**src/rtl/riscv_pkg.sv**
```systemverilog
// ---------------------------------------------------------------------------
// riscv_pkg
// Shared definitions for the debug register-dump block.
//   REG_ADDR_W   : width of a register-file address (x0..x31).
//   dump_state_e : states of the reg_dump streaming FSM.
// Optional feature macro: REG_DUMP_CHECKSUM_EN adds the CSUM state, which
// streams a trailing XOR checksum word.
// ---------------------------------------------------------------------------
package riscv_pkg;

    localparam int REG_ADDR_W = 5;

    typedef enum logic [2:0] {
        IDLE = 3'd0,
        LOAD = 3'd1,
        SEND = 3'd2,
`ifdef REG_DUMP_CHECKSUM_EN
        CSUM = 3'd3,
`endif
        DONE = 3'd4
    } dump_state_e;

endpackage

```
**src/rtl/reg_dump.sv**
```systemverilog
// ---------------------------------------------------------------------------
// reg_dump
// Streams the contents of registers x0..x(NUM_REGS-1) out over a
// valid/ready interface. A register-file read port (rs2 in the debug build)
// is driven through rd_addr and its combinational rd_data is captured one
// register per LOAD cycle. The best-case rate is one word per two cycles.
//
// Optional feature macro: REG_DUMP_CHECKSUM_EN
//   When defined, an extra final word holding the XOR of all dumped
//   registers is emitted with out_idx=0 and out_last=1.
//
// Ports
//   clk       in   clock, all state changes on the rising edge
//   rst_n     in   synchronous active-low reset
//   start     in   one-cycle dump request, honoured only when idle
//   rd_addr   out  register-file read address (always the index counter)
//   rd_data   in   read data for rd_addr, same cycle
//   out_valid out  stream word valid
//   out_ready in   consumer ready
//   out_data  out  stream word
//   out_idx   out  register index of out_data (0 for the checksum word)
//   out_last  out  final word of the dump
//   busy      out  dump in progress
//   done      out  one-cycle pulse after the final handshake
// ---------------------------------------------------------------------------
module reg_dump
    import riscv_pkg::*;
#(
    parameter int NUM_REGS = 32,
    parameter int XLEN     = 32
) (
    input  logic                  clk,
    input  logic                  rst_n,
    input  logic                  start,
    output logic [REG_ADDR_W-1:0] rd_addr,
    input  logic [XLEN-1:0]       rd_data,
    output logic                  out_valid,
    input  logic                  out_ready,
    output logic [XLEN-1:0]       out_data,
    output logic [REG_ADDR_W-1:0] out_idx,
    output logic                  out_last,
    output logic                  busy,
    output logic                  done
);

    localparam logic [REG_ADDR_W-1:0] LAST_IDX = REG_ADDR_W'(NUM_REGS - 1);

`ifdef REG_DUMP_CHECKSUM_EN
    // The checksum word, not the last register, carries out_last.
    localparam logic LAST_ON_REG = 1'b0;
`else
    localparam logic LAST_ON_REG = 1'b1;
`endif

    dump_state_e           state_q, state_d;
    logic [REG_ADDR_W-1:0] idx_q, idx_d;
    logic                  out_valid_q, out_valid_d;
    logic [XLEN-1:0]       out_data_q, out_data_d;
    logic [REG_ADDR_W-1:0] out_idx_q, out_idx_d;
    logic                  out_last_q, out_last_d;
`ifdef REG_DUMP_CHECKSUM_EN
    logic [XLEN-1:0]       acc_q, acc_d;
`endif

    logic hs;
    assign hs = out_valid_q && out_ready;

    always_comb begin
        state_d     = state_q;
        idx_d       = idx_q;
        out_valid_d = out_valid_q;
        out_data_d  = out_data_q;
        out_idx_d   = out_idx_q;
        out_last_d  = out_last_q;
`ifdef REG_DUMP_CHECKSUM_EN
        acc_d       = acc_q;
`endif
        unique case (state_q)
            IDLE: begin
                if (start) begin
                    idx_d   = '0;
`ifdef REG_DUMP_CHECKSUM_EN
                    acc_d   = '0;
`endif
                    state_d = LOAD;
                end
            end
            LOAD: begin
                out_data_d  = rd_data;
                out_idx_d   = idx_q;
                out_valid_d = 1'b1;
                out_last_d  = LAST_ON_REG && (idx_q == LAST_IDX);
`ifdef REG_DUMP_CHECKSUM_EN
                acc_d       = acc_q ^ rd_data;
`endif
                state_d     = SEND;
            end
            SEND: begin
                if (hs) begin
                    out_valid_d = 1'b0;
                    out_last_d  = 1'b0;
                    if (idx_q != LAST_IDX) begin
                        idx_d   = idx_q + REG_ADDR_W'(1);
                        state_d = LOAD;
                    end else begin
`ifdef REG_DUMP_CHECKSUM_EN
                        state_d = CSUM;
`else
                        state_d = DONE;
`endif
                    end
                end
            end
`ifdef REG_DUMP_CHECKSUM_EN
            CSUM: begin
                // First cycle presents the checksum; then hold until accepted.
                if (!out_valid_q) begin
                    out_data_d  = acc_q;
                    out_idx_d   = '0;
                    out_last_d  = 1'b1;
                    out_valid_d = 1'b1;
                end else if (out_ready) begin
                    out_valid_d = 1'b0;
                    out_last_d  = 1'b0;
                    state_d     = DONE;
                end
            end
`endif
            DONE: begin
                state_d = IDLE;
            end
            default: begin
                state_d = IDLE;
            end
        endcase
    end

    always_ff @(posedge clk) begin
        if (!rst_n) begin
            state_q     <= IDLE;
            idx_q       <= '0;
            out_valid_q <= 1'b0;
            out_data_q  <= '0;
            out_idx_q   <= '0;
            out_last_q  <= 1'b0;
`ifdef REG_DUMP_CHECKSUM_EN
            acc_q       <= '0;
`endif
        end else begin
            state_q     <= state_d;
            idx_q       <= idx_d;
            out_valid_q <= out_valid_d;
            out_data_q  <= out_data_d;
            out_idx_q   <= out_idx_d;
            out_last_q  <= out_last_d;
`ifdef REG_DUMP_CHECKSUM_EN
            acc_q       <= acc_d;
`endif
        end
    end

    assign rd_addr   = idx_q;
    assign out_valid = out_valid_q;
    assign out_data  = out_data_q;
    assign out_idx   = out_idx_q;
    assign out_last  = out_last_q;
    assign done      = (state_q == DONE);
`ifdef REG_DUMP_CHECKSUM_EN
    assign busy      = (state_q == LOAD) || (state_q == SEND) || (state_q == CSUM);
`else
    assign busy      = (state_q == LOAD) || (state_q == SEND);
`endif

endmodule
```
**config.mk**
```make
export PLATFORM = sky130hd
export DESIGN_NAME = reg_dump
export DESIGN_NICKNAME = d
export VERILOG_FILES = /design/src/rtl/riscv_pkg.sv /design/src/rtl/reg_dump.sv
export SDC_FILE = /design/constraint.sdc
export NUM_CORES = 1
export LEC_CHECK = 0
export BUFFER_PORTS_ARGS = -buffer_cell sky130_fd_sc_hd__buf_2
export CORE_ASPECT_RATIO = 0.7
export CORE_MARGIN = 2
export CORE_UTILIZATION = 36
export CTS_CLUSTER_SIZE = 16
export DETAILED_ROUTE_END_ITERATION = 10
export HOLD_SLACK_MARGIN = 0.02
export PLACE_DENSITY = 0.66
export SLEW_MARGIN = 20
export SYNTH_ARGS = -nofsm -noshare
export SYNTH_HDL_FRONTEND = slang
export SYNTH_SLANG_ARGS = --single-unit
```
**constraint.sdc**
```tcl
create_clock -name clk -period 3.4 [get_ports clk]
set_input_delay 0.17 -clock clk [delete_from_list [all_inputs] [get_ports clk]]
set_output_delay 0.17 -clock clk [all_outputs]
set_load 0.02 [all_outputs]
```
==> results.json <==
{
  "synthesis.area_per_instance_um2": 8.248,
  "gp_congestion": 0.7206,
  "crit_path_start": "state_q[1]",
  "setup_viol": 0,
  "worstPathRequired_ns": 3.63,
  "wl_per_cell_um": 11.46,
  "crit_path_max_fanout": 12,
  "worst-r2r-cell-count": 3,
  "detailed_routing_wirelength_on_met1_um": 2126,
  "grt_pass1_vias": 1476,
  "grt_pass1_wl_um": 6679,
  "clock-root-buffer": "clkbuf_8",
  "met2RoutedLength_um": 1781,
  "r2r_path_start": "state_q[1]",
  "leakagePower_nw": 1.067,
  "drt_iter0_drc": 68,
  "cts_max_path_buffers": 2,
  "most_frequent_cells_in_the_layout": "81 x buf_2, 80 x nand2_1, 47 x dfxtp_1, 41 x a21oi_1, 7 x clkbuf_8",
  "area_growth_pct": 28.10,
  "synthCells": 223,
  "max-vdd-ir-drop_mv": 0.1980,
  "cts.clk_slew.worst_paths_ns": 0.08,
  "start_util": 0.3784,
  "min_path_type": "input pin to register",
  "holdCritStartpoint": "rd_data[14]",
  "setup-tns-final_ns": 0,
  "drt-total-wl_um": 4228,
  "synthesis.nets": 262,
  "final.period_utilization": 0.5781,
  "detailroute.via_count": 1692,
  "fp.dieArea_um2": 5706,
  "drt.antenna.violating_nets": 0,
  "achievable-frequency_ghz": 0.5088,
  "ws_path_type": "register to register",
  "final_period_minus_worst_setup_slack_ns": 1.965,
  "gr-usage-all-layers": 0.1483,
  "core_um2": 4861,
  "final_net_count": 338,
  "cts.htree.levels": 2,
  "die_y_um": 63.80,
  "grt_setup_unrepaired": "false",
  "crit_arrival_ns": 2.20,
  "clock_latency_late_sink_ns": 0.30,
  "slew_headroom": 0.2742,
  "cts.hold.buffers_added": 0,
  "firstDrtPassIters": 4,
  "run_status": "finished clean",
  "ys_warns": 0,
  "ys_ff_latch": 47,
  "clock_tree_from_tritoncts": "done",
  "placement.setup.worst_slack_ns": 1.531,
  "timing.critical_path.to_type": "register",
  "reg2reg_to": "rd_addr[2]",
  "design.portCount": 82,
  "cts_made_buffers": 5,
  "rows": 21,
  "critPathLaunchType": "register",
  "timing.final.hold_violations": 0,
  "post_cts_setup_buffers": 0,
  "post_cts_resized": 0,
  "fin_worst_skew_ns": 0.002939,
  "synth.cell_area_um2": 1839,
  "port-buffer-count": 81,
  "overflow": 0,
  "tritoncts_num_sinks": 47,
  "worstMarginPinSlew_ns": 1.074,
  "die_w_um": 89.43,
  "pin_count_of_the_biggest_net_entering_global_routing": 29,
  "via_per_inst": 4.585,
  "power_density_nw_per_um2": 468.5,
  "synth_cell_types": 29,
  "cap_viol_max_count": 0,
  "route.met3.wl_um": 277,
  "antenna_found_initial": 0,
  "yosysSeqAreaShare": 0.5116,
  "setup_ws_ns": 1.435,
  "setup.worst_path.end": "rd_addr[2]",
  "drcViolationCount": 0,
  "drive_gt1_frac": 0.3100,
  "insertedDiodeCount": 0,
  "r2r_setup_slack_ns": 1.43,
  "slew_viol_final": 0,
  "detailed_place_hpwl_um": 3029,
  "layout_commonest_cell": "buf_2",
  "highest_routing_layer_actually_used": "met4"
}
==> report_power, final <==
part	internal, mW	switching [mW]	total (mW)
combinational	0.0557	0.0919	0.148
sequential	0.573	0.0155	0.589
clock	0.185	0.183	0.368
total	0.814	0.290	1.10
==> registers in the layout (all words and copies together), names as in the netlist <==
name and cells:
rd_addr 5, out_data 32, out_last 1, out_idx 5, out_valid 1, state_q 3
==> logic make-up (layout without fill, tap and decap cells) <==
logic type,count (synthesis),after routing,synth area share
DFF,47,47,0.5116
AOI/OAI and AO/OA,52,52,0.1503
adders and majority gates,3,3,0.02041
muxes,2,2,0.01088
buffers and inverters,18,95,0.06462
and+or+nand+nor,101,101,0.2422
==> through the flow <==
step	total power [mW]	cells	util	cell area [µm²]	hold WS, ns
final	1.104	369	0.4847	2356	0.1017
after global placement	0.7496	361	0.4633	2252	0.4112
after CTS	1.122	369	0.4847	2356	0.08803
after global routing	1.155	369	0.4847	2356	0.08788
after floorplan	0.6997	223	-	1839	0.2861
after detailed placement	0.7521	361	0.4633	2252	0.4193
==> final cells by class <==
class | count | area (µm²)
repair buffers | 84 | 427.9
inverters | 3 | 11.26
clock inverters | 1 | 7.507
clock buffers | 7 | 96.34
flip-flops and latches | 47 | 940.9
fillers | 511 | 2505
well taps | 69 | 86.33
multi-input cells | 158 | 785.8
==> worst min path at each step <==
stage / end / slack, ns / cells past startpoint
6_report: out_data[14] / 0.10 / 3
4_1_cts: out_data[6] / 0.09 / 3
3_5_place_dp: out_data[14] / 0.42 / 3
2_1_floorplan: state_q[0] / 0.29 / 2
3_3_place_gp: out_data[24] / 0.41 / 3
5_1_grt: out_data[6] / 0.09 / 3
==> critical path, cell delays in order (launching register included) <==
cell and delay (ns):
dfxtp_1 0.57, nor4bb_1 0.97, a31oi_1 0.19, a31oi_1 0.17
==> cells in the mapped netlist <==
cell | instances | area, µm²
nand2_1 | 80 | 300.3
dfxtp_1 | 47 | 940.9
a21oi_1 | 41 | 205.2
nand2b_1 | 6 | 37.54
buf_6 | 5 | 56.30
clkbuf_1 | 5 | 18.77
a31oi_1 | 4 | 25.02
buf_4 | 3 | 22.52
ha_1 | 3 | 37.54
inv_1 | 3 | 11.26
nor2_1 | 3 | 11.26
o21ai_0 | 3 | 15.01
and3_1 | 2 | 12.51
buf_2 | 2 | 10.01
mux2i_1 | 2 | 20.02
a211oi_1 | 1 | 7.510
a21boi_1 | 1 | 7.510
a311o_1 | 1 | 10.01
and3b_1 | 1 | 8.760
and4_1 | 1 | 8.760
nand3_1 | 1 | 5.000
nand3b_1 | 1 | 7.510
nand4b_1 | 1 | 8.760
nor3_1 | 1 | 5.000
nor3b_2 | 1 | 12.51
nor4b_1 | 1 | 8.760
nor4bb_1 | 1 | 10.01
o22ai_1 | 1 | 6.260
or3b_1 | 1 | 8.760
==> layer usage <==
metal,vias to the layer above,global-route usage
met4,0,0.05224
li1,891,-
met1,742,0.2058
met2,54,0.2176
met5,-,0
met3,5,0.04522
Note: power is estimated with default switching activity, not from simulation.
